--- src/rtl/mmio_pkg.sv ---
// Shared constants for the MMIO responder window: register offsets,
// status bit positions and the status byte packer.
package mmio_pkg;

    localparam logic [3:0] OFF_CNT0 = 4'h0;
    localparam logic [3:0] OFF_CNT1 = 4'h1;
    localparam logic [3:0] OFF_CNT2 = 4'h2;
    localparam logic [3:0] OFF_CNT3 = 4'h3;
    localparam logic [3:0] OFF_LED  = 4'h4;
    localparam logic [3:0] OFF_TX   = 4'h5;
    localparam logic [3:0] OFF_STAT = 4'h6;

    localparam int ST_EMPTY = 0;
    localparam int ST_FULL  = 1;
    localparam int ST_OVF   = 2;

    function automatic logic [7:0] status_byte(
        input logic       empty,
        input logic       full,
        input logic       ovf,
        input logic [3:0] cnt
    );
        logic [7:0] s;
        s              = 8'h00;
        s[7:4]         = cnt;
        s[ST_EMPTY]    = empty;
        s[ST_FULL]     = full;
        s[ST_OVF]      = ovf;
        return s;
    endfunction

endpackage

--- src/rtl/byte_fifo.sv ---
// Circular byte FIFO with explicit count; pushes while full are dropped
// and pops while empty are ignored. Head byte reads as 0 when empty.
module byte_fifo #(
    parameter int DEPTH = 8,
    localparam int AW   = $clog2(DEPTH),
    localparam int CW   = AW + 1
) (
    input  logic          clk,
    input  logic          reset,
    input  logic          push,
    input  logic [7:0]    din,
    input  logic          pop,
    output logic [7:0]    dout,
    output logic          empty,
    output logic          full,
    output logic [CW-1:0] count
);

    logic [7:0]    mem_q [DEPTH];
    logic [AW-1:0] wr_ptr_q, wr_ptr_d;
    logic [AW-1:0] rd_ptr_q, rd_ptr_d;
    logic [CW-1:0] count_q, count_d;
    logic          do_push;
    logic          do_pop;

    assign empty   = (count_q == '0);
    assign full    = (count_q == CW'(DEPTH));
    assign count   = count_q;
    assign do_push = push & ~full;
    assign do_pop  = pop & ~empty;
    assign dout    = empty ? 8'h00 : mem_q[rd_ptr_q];

    always_comb begin
        wr_ptr_d = wr_ptr_q;
        rd_ptr_d = rd_ptr_q;
        count_d  = count_q;
        if (do_push) wr_ptr_d = wr_ptr_q + AW'(1);
        if (do_pop)  rd_ptr_d = rd_ptr_q + AW'(1);
        unique case ({do_push, do_pop})
            2'b10:   count_d = count_q + CW'(1);
            2'b01:   count_d = count_q - CW'(1);
            default: count_d = count_q;
        endcase
    end

    always_ff @(posedge clk) begin
        if (reset) begin
            wr_ptr_q <= '0;
            rd_ptr_q <= '0;
            count_q  <= '0;
        end else begin
            wr_ptr_q <= wr_ptr_d;
            rd_ptr_q <= rd_ptr_d;
            count_q  <= count_d;
        end
    end

    always_ff @(posedge clk) begin
        if (do_push) mem_q[wr_ptr_q] <= din;
    end

endmodule

--- src/rtl/mmio_responder.sv ---
// 16-byte MMIO window: cycle counter with coherent shadow, LED register,
// TX byte FIFO with status/overflow. Read data is registered, 1-cycle latency.
module mmio_responder
    import mmio_pkg::*;
#(
    parameter int                    addr_width = 9,
    parameter logic [addr_width-1:0] BASE       = 9'h1F0,
    parameter int                    FIFO_DEPTH = 8
) (
    input  logic                  clk,
    input  logic                  reset,
    input  logic [addr_width-1:0] mem_raddr,
    input  logic [addr_width-1:0] mem_waddr,
    input  logic                  mem_write,
    input  logic [7:0]            mem_data_in,
    output logic [7:0]            mem_data_out,
    output logic                  mem_ready,
    output logic                  hit,
    output logic [7:0]            leds,
    output logic [7:0]            tx_data,
    output logic                  tx_valid,
    input  logic                  tx_ready
);

    localparam int CW = $clog2(FIFO_DEPTH) + 1;

    logic [31:0]   cnt_q, cnt_d;
    logic [31:0]   shadow_q, shadow_d;
    logic [7:0]    led_q, led_d;
    logic          ovf_q, ovf_d;
    logic [7:0]    dout_q, dout_d;
    logic          hit_q, hit_d;
    logic          ready_q;

    logic          rd_hit, wr_hit;
    logic [3:0]    roff, woff;
    logic          push, pop;
    logic          f_empty, f_full;
    logic [CW-1:0] f_count;
    logic [7:0]    cnt8;
    logic [3:0]    cnt_nib;
    logic [7:0]    status;

    assign rd_hit = (mem_raddr[addr_width-1:4] == BASE[addr_width-1:4]);
    assign wr_hit = mem_write
                  & (mem_waddr[addr_width-1:4] == BASE[addr_width-1:4]);
    assign roff   = mem_raddr[3:0];
    assign woff   = mem_waddr[3:0];

    assign push     = wr_hit & (woff == OFF_TX);
    assign pop      = tx_valid & tx_ready;
    assign tx_valid = ~f_empty;

    // A 16-deep FIFO cannot show 16 in a nibble; report 15 and rely on full.
    assign cnt8    = 8'(f_count);
    assign cnt_nib = (cnt8 > 8'd15) ? 4'hF : cnt8[3:0];
    assign status  = status_byte(f_empty, f_full, ovf_q, cnt_nib);

    byte_fifo #(
        .DEPTH (FIFO_DEPTH)
    ) u_fifo (
        .clk   (clk),
        .reset (reset),
        .push  (push),
        .din   (mem_data_in),
        .pop   (pop),
        .dout  (tx_data),
        .empty (f_empty),
        .full  (f_full),
        .count (f_count)
    );

    always_comb begin
        cnt_d    = cnt_q + 32'd1;
        shadow_d = shadow_q;
        led_d    = led_q;
        ovf_d    = ovf_q;
        dout_d   = 8'h00;
        hit_d    = rd_hit;

        if (rd_hit) begin
            case (roff)
                OFF_CNT0: begin
                    dout_d   = cnt_q[31:24];
                    shadow_d = cnt_q;
                end
                OFF_CNT1: dout_d = shadow_q[23:16];
                OFF_CNT2: dout_d = shadow_q[15:8];
                OFF_CNT3: dout_d = shadow_q[7:0];
                OFF_LED:  dout_d = led_q;
                OFF_STAT: dout_d = status;
                default:  dout_d = 8'h00;
            endcase
        end

        if (wr_hit && woff == OFF_CNT0) cnt_d = 32'd0;
        if (wr_hit && woff == OFF_LED)  led_d = mem_data_in;
        if (wr_hit && woff == OFF_STAT && mem_data_in[ST_OVF]) ovf_d = 1'b0;
        // Fullness is the pre-edge value, so a same-edge pop does not save it.
        if (push && f_full) ovf_d = 1'b1;
    end

    always_ff @(posedge clk) begin
        if (reset) begin
            cnt_q    <= 32'd0;
            shadow_q <= 32'd0;
            led_q    <= 8'h00;
            ovf_q    <= 1'b0;
            dout_q   <= 8'h00;
            hit_q    <= 1'b0;
            ready_q  <= 1'b0;
        end else begin
            cnt_q    <= cnt_d;
            shadow_q <= shadow_d;
            led_q    <= led_d;
            ovf_q    <= ovf_d;
            dout_q   <= dout_d;
            hit_q    <= hit_d;
            ready_q  <= 1'b1;
        end
    end

    assign mem_data_out = dout_q;
    assign hit          = hit_q;
    assign mem_ready    = ready_q;
    assign leds         = led_q;

endmodule
--- config.mk ---
export PLATFORM = sky130hd
export DESIGN_NAME = mmio_responder
export DESIGN_NICKNAME = d
export VERILOG_FILES = /design/src/rtl/mmio_pkg.sv /design/src/rtl/byte_fifo.sv /design/src/rtl/mmio_responder.sv
export SDC_FILE = /design/constraint.sdc
export NUM_CORES = 1
export LEC_CHECK = 0
export ABC_AREA = 1
export BUFFER_PORTS_ARGS = -buffer_cell sky130_fd_sc_hd__buf_2
export CAP_MARGIN = 10
export CELL_PAD_IN_SITES_DETAIL_PLACEMENT = 0
export CELL_PAD_IN_SITES_GLOBAL_PLACEMENT = 1
export CORE_ASPECT_RATIO = 1.1
export CORE_MARGIN = 5
export CORE_UTILIZATION = 48
export DETAILED_ROUTE_END_ITERATION = 7
export GPL_ROUTABILITY_DRIVEN = 0
export GPL_TIMING_DRIVEN = 0
export PLACE_DENSITY_LB_ADDON = 0.3
export RECOVER_POWER = 25
export SLEW_MARGIN = 25
export SYNTH_ARGS = -nofsm -noshare
export SYNTH_HDL_FRONTEND = slang
export SYNTH_SLANG_ARGS = --single-unit
--- constraint.sdc ---
create_clock -name clk -period 4.4 [get_ports clk]
set_input_delay 0.66 -clock clk [delete_from_list [all_inputs] [get_ports clk]]
set_output_delay 0.66 -clock clk [all_outputs]
set_load 0.02 [all_outputs]
; ---- Yosys cells after proc, flatten, opt, wreduce, memory -nomap -nowiden
; Memories as Yosys holds them, arrays and structs flattened. A register that Yosys moved wholly into a read port is not among the register bits.
; Index checks and enable logic that the tools add are counted.
[word_totals]
ff_bits = 85
ram_bits = 64
input_bits = 30
out_inout_bits = 27
n_memories = 1
[classes]
add_sub_neg = 5
magnitude_cmp = 1
n_eq_ne = 13
n_mux = 11
n_bitwise = 8
n_reduce_logical = 13
[mem_list]
columns = name, words, word_bits, rd, rd_clocked_by_memory_dff, write_ports, line_no
row1 = u_fifo.mem_q, 8, 8, 1, 1, 1, byte_fifo.sv:19  ; logic [7:0] mem_q [DEPTH];
[ops]
columns = op, n
row1 = $pmux 8 s6, 1
row2 = $add 32x1->32 const B, 1
row3 = $eq 4x3->1 const B, 5
row4 = $logic_not 4->1, 3
row5 = $eq 5x5->1 const B, 2
row6 = $eq 4x2->1 const B, 2
row7 = $mux 8, 1
row8 = $pmux 4 s2, 1
row9 = $add 3x1->3 const B, 2
row10 = $mux 3, 2
row11 = $and 1x1->1, 5
row12 = $logic_and 1x1->1, 5
row13 = $mux 1, 5
row14 = $add 4x1->4 const B, 1
row15 = $eq 4x1->1 const B, 1
row16 = $eq 4x4->1 const B, 1
row17 = $gt 4x4->1 const B, 1
row18 = $mux 4, 1
row19 = $reduce_bool 2->1, 2
row20 = $reduce_or 2->1, 2
row21 = $sub 4x1->4 const B, 1
row22 = $not 1->1, 3
row23 = $eq 2x1->1 const B, 1
row24 = $eq 2x2->1 const B, 1
row25 = $reduce_and 2->1, 1

; ---- Logic depth before layout (Yosys ltp)
; Gate-level depths: netlist (run 1).
[depth]
word_depth = 6
mapped_depth = 15
depth_no_buf = 15

; ---- By module
; A second synthesis (run 1) with hierarchy kept.
[unflattened]
hier_cells = 847
area_unflattened_um2 = 6901.6
[by_module_without_submodules]
columns = mod, n_inst, cells_each, area_each_um2, seq_area_each_um2
row1 = mmio_responder, 1, 561, 3676.0, 1501.4
row2 = byte_fifo, 1, 286, 3225.6, 2182.1

; ---- Worst setup path after synthesis (run 1)
; Ideal clock, no wire load.
[synth_timing]
path_kind = input -> register
from = in mem_waddr[5]
to = reg u_fifo.count_q[2], in the netlist u_fifo.count[2]
setup_ns = 0.115
arrival_ns = 2.191
required_time_ns = 4.285
slack_ns = 2.093
stages = 14
path_cell_list = nand2_1 > nor2_1 > nand2_1 > nor2_1 > nand2_1 > ha_1 > nand2_1 > inv_1 > nor2_1 > ha_1 > a21oi_1 > xnor2_1 > o21ai_0 > inv_1
[synth_via]
elab_chain_len = 6
elab_cells_between_ends = 8
cone_classes = eq/ne: 3 / mux: 1 / bitwise: 3 / reduce/logical: 1
[synth_rtl]
columns = item, line_no
row1 = start: declaration, mmio_responder.sv:13  ; input logic [addr_width-1:0] mem_waddr,
row2 = $eq 5x5->1 (*), mmio_responder.sv:46  ; & (mem_waddr[addr_width-1:4] == BASE[addr_width-1:4]);
row3 = $and 1x1->1 (*), mmio_responder.sv:46
row4 = $and 1x1->1 (*), mmio_responder.sv:50  ; assign push = wr_hit & (woff == OFF_TX);
row5 = $and 1x1->1 (*), byte_fifo.sv:29  ; assign do_push = push & ~full;
row6 = $eq 2x1->1 or $eq 2x2->1 (tied branches), byte_fifo.sv:39  ; unique case ({do_push, do_pop})
row7 = $pmux 4 s2 or $reduce_bool 2->1 (tied branches), -
row8 = end signal: assignment, byte_fifo.sv:54  ; count_q <= count_d;
row9 = end: declaration, byte_fifo.sv:22  ; logic [CW-1:0] count_q, count_d;
; Mark *: on every way between the ends. The rest lies on a longest branch, timed or not.
; A chain may end at the register's enable or synchronous reset.

==> results by group, run 1 <==
Outcome
  • Outcome: finished, final reports clean

Routing
  • Drt pass-1 iters: 5
  • DRC: 0
  • Final WL: 17,710 um
  • Drt wl/cell: 16.23 um
  • Vias/cell: 5.242
  • Routed via count: 5,719
  • Post-route ant nets: 0
  • Drt first-iter violations: 425

Synth
  • Mean Syn Cell Area: 8.321 um^2
  • Mapped cell area: 6790 um^2
  • Seq/Total Area, Yosys: 54.25%
  • Synth Net Count: 852
  • Flop and latch count out of synthesis: 152
  • Synth warn: 0
  • Number of flops mapped to enable cells by yosys: 64
  • Synthesized instance count: 816
  • Prevailing post-synth register cell: dfxtp_1
  • Synth async-reset ratio: 0%
  • Post-synthesis cell type count: 32

Timing
  • Fin. Hold Viols: 0
  • Unrepaired setup endpoints after global routing: false
  • Final setup TNS: 0 ps
  • Final Setup Violations: 0
  • Max-slew violations: 0
  • Final worst path period share: 61.87%
  • Worst rel slew slack: 49.46%
  • Min Tclk post-route: 2722 ps
  • Worst-Margin Slew: 754.1 ps
  • Fmax: 367.3 MHz
  • Final Skew: 7.641 ps

Hold path
  • Min-Delay Endpoint: shadow_q[6]
  • Hold Crit Class: reg -> reg
  • Hold Crit Start: shadow_q[6]
  • Worst hold path stage count: 2

Worst setup path
  • Max stage delay cell, worst path: clkbuf_1
  • CP max stage delay: 470 ps
  • WS Path Type: reg -> out
  • Reg-to-reg slack, setup: 1940 ps
  • Worst R2R Path Depth: 14
  • Reg-to-reg critical path startpoint: u_fifo.count[0]
  • CP top delay family: buffers and inverters
  • CP required: 3740 ps
  • CP max FO: 10
  • CP Capture Type: output port
  • R2r endpoint: u_fifo.count[2]
  • WP data arrival: 2060 ps
  • CP Cell Sequence: clkbuf_1 -> o21ai_0 -> o211ai_1 -> nand2_1 -> nor2_1 -> buf_2
  • Worst path buffer plus inverter count: 2
  • Crit path launch type: register

Clock network
  • H-tree depth: 4
  • Clock Path Buffers: 2
  • Worst-path clk slew: 70 ps
  • CTS buffer count: 17
  • CTS Hold Buffers Added: 0
  • Clk sink count: 152
  • CTS Root Buffer Type: clkbuf_16
  • Postcts setup bufs: 0
  • CTS tree: built
  • # resized after CTS: 0
  • Clock Latency Late Sink: 430 ps

Placement
  • PortBufs: 55
  • HPWL after DPL: 13,350 um

GRT
  • Gr usage total: 22.23%
  • Overflow after GRT: 0
  • Largest net degree at the start of global routing: 17
  • Initial antenna violation count: 0
  • First-pass GRT wire length: 28,150 um
  • Vias in the first global route: 5,574

Cells and area
  • Most common cell after layout, fill and taps aside: nand2_1
  • Area Overhead vs Synth: 16.77%
  • # diodes: 0
  • # nets final: 926
  • Layout Utilization: 57.24%
  • Most frequent cells in the layout: nand2_1, nor2_1, dfxtp_1
  • Layout cell share with drive strength beyond 1: 14.40%

Power and ir drop
  • Lkg Pwr: 0.002817 uW
  • Peak supply drop: 232.0 uV
  • Power Dens Cells: 475.4 nW/um^2
  • Final Power: 3769 uW

Floorplanning
  • Core area: 13,850 um^2
  • Die width: 123.4 um
  • Die Y: 134.7 um
  • Initial Util: 49.02%
  • Die Footprint: 16,630 um^2
  • # rows: 45
  • I/O pin total: 57

Job
  • Max cap viols: 0
## cells in the mapped netlist, drive strengths merged (9+ instances only)
library cell,count,area (um^2)
inv,66,260.3
dfxtp,88,1762
buf,9,78.82
o21ai,79,402.9
nand3,44,220.2
nor2,157,634.3
a21oi,64,357.8
nor3,16,80.08
edfxtp,64,1922
clkbuf,15,56.30
nand2,171,670.6
## registers in the layout (all words and copies together), names as in the netlist, named ones only
| register | flops |
|---|---|
| u_fifo.count | 4 |
| u_fifo.mem_q | 64 |
| shadow_q | 24 |
| mem_ready | 1 |
| u_fifo.rd_ptr_q | 3 |
| cnt_q | 32 |
| ovf_q | 1 |
| hit | 1 |
| leds | 8 |
| mem_data_out | 8 |
| u_fifo.wr_ptr_q | 3 |
## worst reg2reg max path: cells and delay by family, from the launching register on
family,cells,cell delay (ps)
simple gates,5,730
xor+xnor,1,90
compound gates,2,310
flops,1,320
buf+inv,4,410
fa+ha+maj,2,480
## layer usage
| layer | vias up | global-route usage (%) | share of wire [%] |
|---|---|---|---|
| met5 | - | 0 | 0 |
| met4 | 0 | 8.677 | 2.9 |
| met2 | 135 | 39.08 | 51 |
| met1 | 2678 | 26.27 | 41 |
| li1 | 2874 | - | - |
| met3 | 32 | 4.818 | 4.9 |
## stage by stage
stage | setup WS (ps) | hold slack [ps] | std cells | instance area, um^2
6_report | 1678 | 458.7 | 1091 | 7929
5_1_grt | 1469 | 497.5 | 1091 | 7929
2_1_floorplan | 2093 | 424.6 | 816 | 6790
3_3_place_gp | 1520 | 446.0 | 1059 | 7301
3_5_place_dp | 1655 | 452.7 | 1059 | 7341
4_1_cts | 1663 | 462.6 | 1091 | 7939
## where the power goes
part / internal (uW) / leakage, uW / switching (uW)
Combinational: 230 / 0.00124 / 538
Sequential: 1500 / 0.00129 / 34.2
Clock: 836 / 0.000293 / 631
## cells by family after synthesis
| group | synth area share, % |
|---|---|
| AO/OA/AOI/OAI | 12.82 |
| flip-flops | 54.25 |
| AND/OR/NAND/NOR | 24.97 |
| buffers and inverters | 5.823 |
| adder cells (fa/ha/maj) | 1.106 |
| XOR/XNOR | 1.032 |
## area by class of cell
cell class              instances  area, um^2
clock buffers                  18       450.4
multi-input cells             574        2751
repair buffers                 55       265.3
plain buffers                  24       135.1
inverters                      66       260.3
fillers                      1311        5922
well taps                     188       235.2
clock inverters                14       147.6
flip-flops and latches        152        3684
## worst max path at each step
stage,start,end,slack (ps),cells past startpoint
after global routing,register,tx_data[2],1470,7
after floorplan,mem_waddr[5],u_fifo.count[2],2090,14
final,register,tx_data[6],1680,6
after global placement,mem_waddr[5],u_fifo.mem_q[0][5],1520,7
after CTS,register,tx_data[6],1660,6
after detailed placement,mem_waddr[5],u_fifo.count[2],1660,15
No activity file was read; power rests on OpenSTA's default activity.
==> run 2, diff against run 1 <==
Settings changed: CORE_UTILIZATION 48 to 45.
Clock period 4.4 ns to 2.8 ns, I/O delays scaled along.
==> results by group, run 2 (synthesis gave the netlist of run 1 again) <==
Outcome
  • Outcome: finished, final reports clean

GRT
  • Vias in the first global route: 5,607
  • Overflow after GRT: 0
  • Gr usage total: 20.81%
  • Initial antenna violation count: 0
  • First-pass GRT wire length: 28,260 um
  • Largest net degree at the start of global routing: 17

Worst setup path
  • Reg-to-reg slack, setup: 470 ps
  • R2r endpoint: u_fifo.count[2]
  • Worst R2R Path Depth: 13
  • WP data arrival: 2120 ps
  • Crit path launch type: register
  • CP required: 2380 ps
  • CP max FO: 10
  • Reg-to-reg critical path startpoint: u_fifo.count[2]
  • WS Path Type: reg -> out
  • CP Capture Type: output port

Routing
  • Drt wl/cell: 16.39 um
  • Post-route ant nets: 0
  • DRC: 0
  • Drt first-iter violations: 378
  • Routed via count: 5,652
  • Final WL: 18,010 um
  • Vias/cell: 5.143
  • Drt pass-1 iters: 4

Timing
  • Max-slew violations: 0
  • Worst-Margin Slew: 769.7 ps
  • Fin. Hold Viols: 0
  • Final Setup Violations: 0
  • Unrepaired setup endpoints after global routing: false
  • Final setup TNS: 0 ps
  • Worst rel slew slack: 48.40%
  • Final worst path period share: 90.55%
  • Final Skew: 10.66 ps
  • Fmax: 394.4 MHz
  • Min Tclk post-route: 2535 ps

Floorplanning
  • Die width: 127.1 um
  • Die Footprint: 17,650 um^2
  • Initial Util: 45.46%
  • # rows: 47
  • Die Y: 138.8 um
  • Core area: 14,940 um^2
  • I/O pin total: 57

Cells and area
  • Layout cell share with drive strength beyond 1: 13.95%
  • Max FFs per register: 64
  • Fillers: 1,408
  • Most frequent cells in the layout: nand2_1, nor2_1, dfxtp_1
  • # nets final: 926
  • Reg area: 3684 um^2
  • Biggest register: u_fifo.mem_q
  • Area Overhead vs Synth: 17.28%
  • # diodes: 0
  • Biggest regs: u_fifo.mem_q: 64 flops, cnt_q: 32 flops, shadow_q: 24 flops
  • Multi-input logic area: 2751 um^2
  • Most common cell after layout, fill and taps aside: nand2_1
  • Finished Layout Cells: 1,099

Placement
  • HPWL after DPL: 13,510 um
  • Placed Cells: 1,067
  • PortBufs: 55

Hold path
  • Worst hold path stage count: 2
  • Min-Delay Endpoint: ovf_q
  • Hold Crit Class: in -> reg
  • Hold Crit Start: reset

Clock network
  • Clk sink count: 152
  • Clock Latency Late Sink: 430 ps
  • Worst-path clk slew: 60 ps
  • CTS Root Buffer Type: clkbuf_16
  • # resized after CTS: 0
  • CTS tree: built
  • Postcts setup bufs: 0
  • CTS Hold Buffers Added: 0
  • H-tree depth: 4
  • CTS buffer count: 17
  • Clock Path Buffers: 2

Power and ir drop
  • Lkg Pwr: 0.002824 uW
  • Peak supply drop: 317.4 uV
  • Power Dens Cells: 757.3 nW/um^2

Job
  • Max cap viols: 0
-- run 2: per-stage QoR --
step / hold slack, ps / power, uW / cell area, um^2 / utilization (%) / setup WS [ps]
detailed placement: 454.4 / 3661 / 7336 / 49.11 / 154.8
global route: 401.2 / 6327 / 7964 / 53.32 / 76.12
CTS: 325.9 / 6063 / 7959 / 53.28 / 244.0
global placement: 450.2 / 3639 / 7311 / 48.94 / 134.7
finish: 385.0 / 6031 / 7964 / 53.32 / 264.6
floorplan: 424.6 / 3261 / 6790 / - / 733.2
-- run 2: critical path, cell delays in order (launching register included) --
cell      delay (ps)
dfxtp_1          460
clkbuf_1         400
o21ai_0          180
o22ai_1          310
nor2_1            70
nor2_1           110
buf_2            160
-- run 2: final cells by class --
cell class	instances	area share, %
Sequential cell	152	46.25
Buffer	24	1.697
Clock buffer	19	5.436
Tap cell	196	3.079
Inverter	66	3.268
Timing Repair Buffer	55	3.331
Multi-Input combinational cell	574	34.55
Clock inverter	13	2.388
-- run 2: worst max path at each step --
stage | startpoint | end | slack, ps
final | register | tx_data[1] | 260
after global routing | register | tx_data[3] | 80
after CTS | register | tx_data[7] | 240
after detailed placement | mem_waddr[3] | u_fifo.mem_q[5][6] | 150
after global placement | mem_waddr[5] | u_fifo.mem_q[0][7] | 130
after floorplan | mem_waddr[5] | u_fifo.count[2] | 730
-- run 2: layer usage --
metal | GRT usage [%] | vias to the layer above | wire, um
met4 | 10.78 | 0 | 722
met1 | 22.98 | 2640 | 7272
met2 | 37.49 | 105 | 9460
li1 | - | 2868 | -
met3 | 4.083 | 39 | 552
met5 | 0 | - | 0
-- run 2: where the power goes --
part | total, uW | switching [uW] | leakage, uW | internal, uW
Clock | 2420 | 918 | 0.000300 | 1500
Combinational | 1200 | 833 | 0.00124 | 363
Sequential | 2410 | 54.1 | 0.00129 | 2360
Total | 6030 | 1810 | 0.00282 | 4230
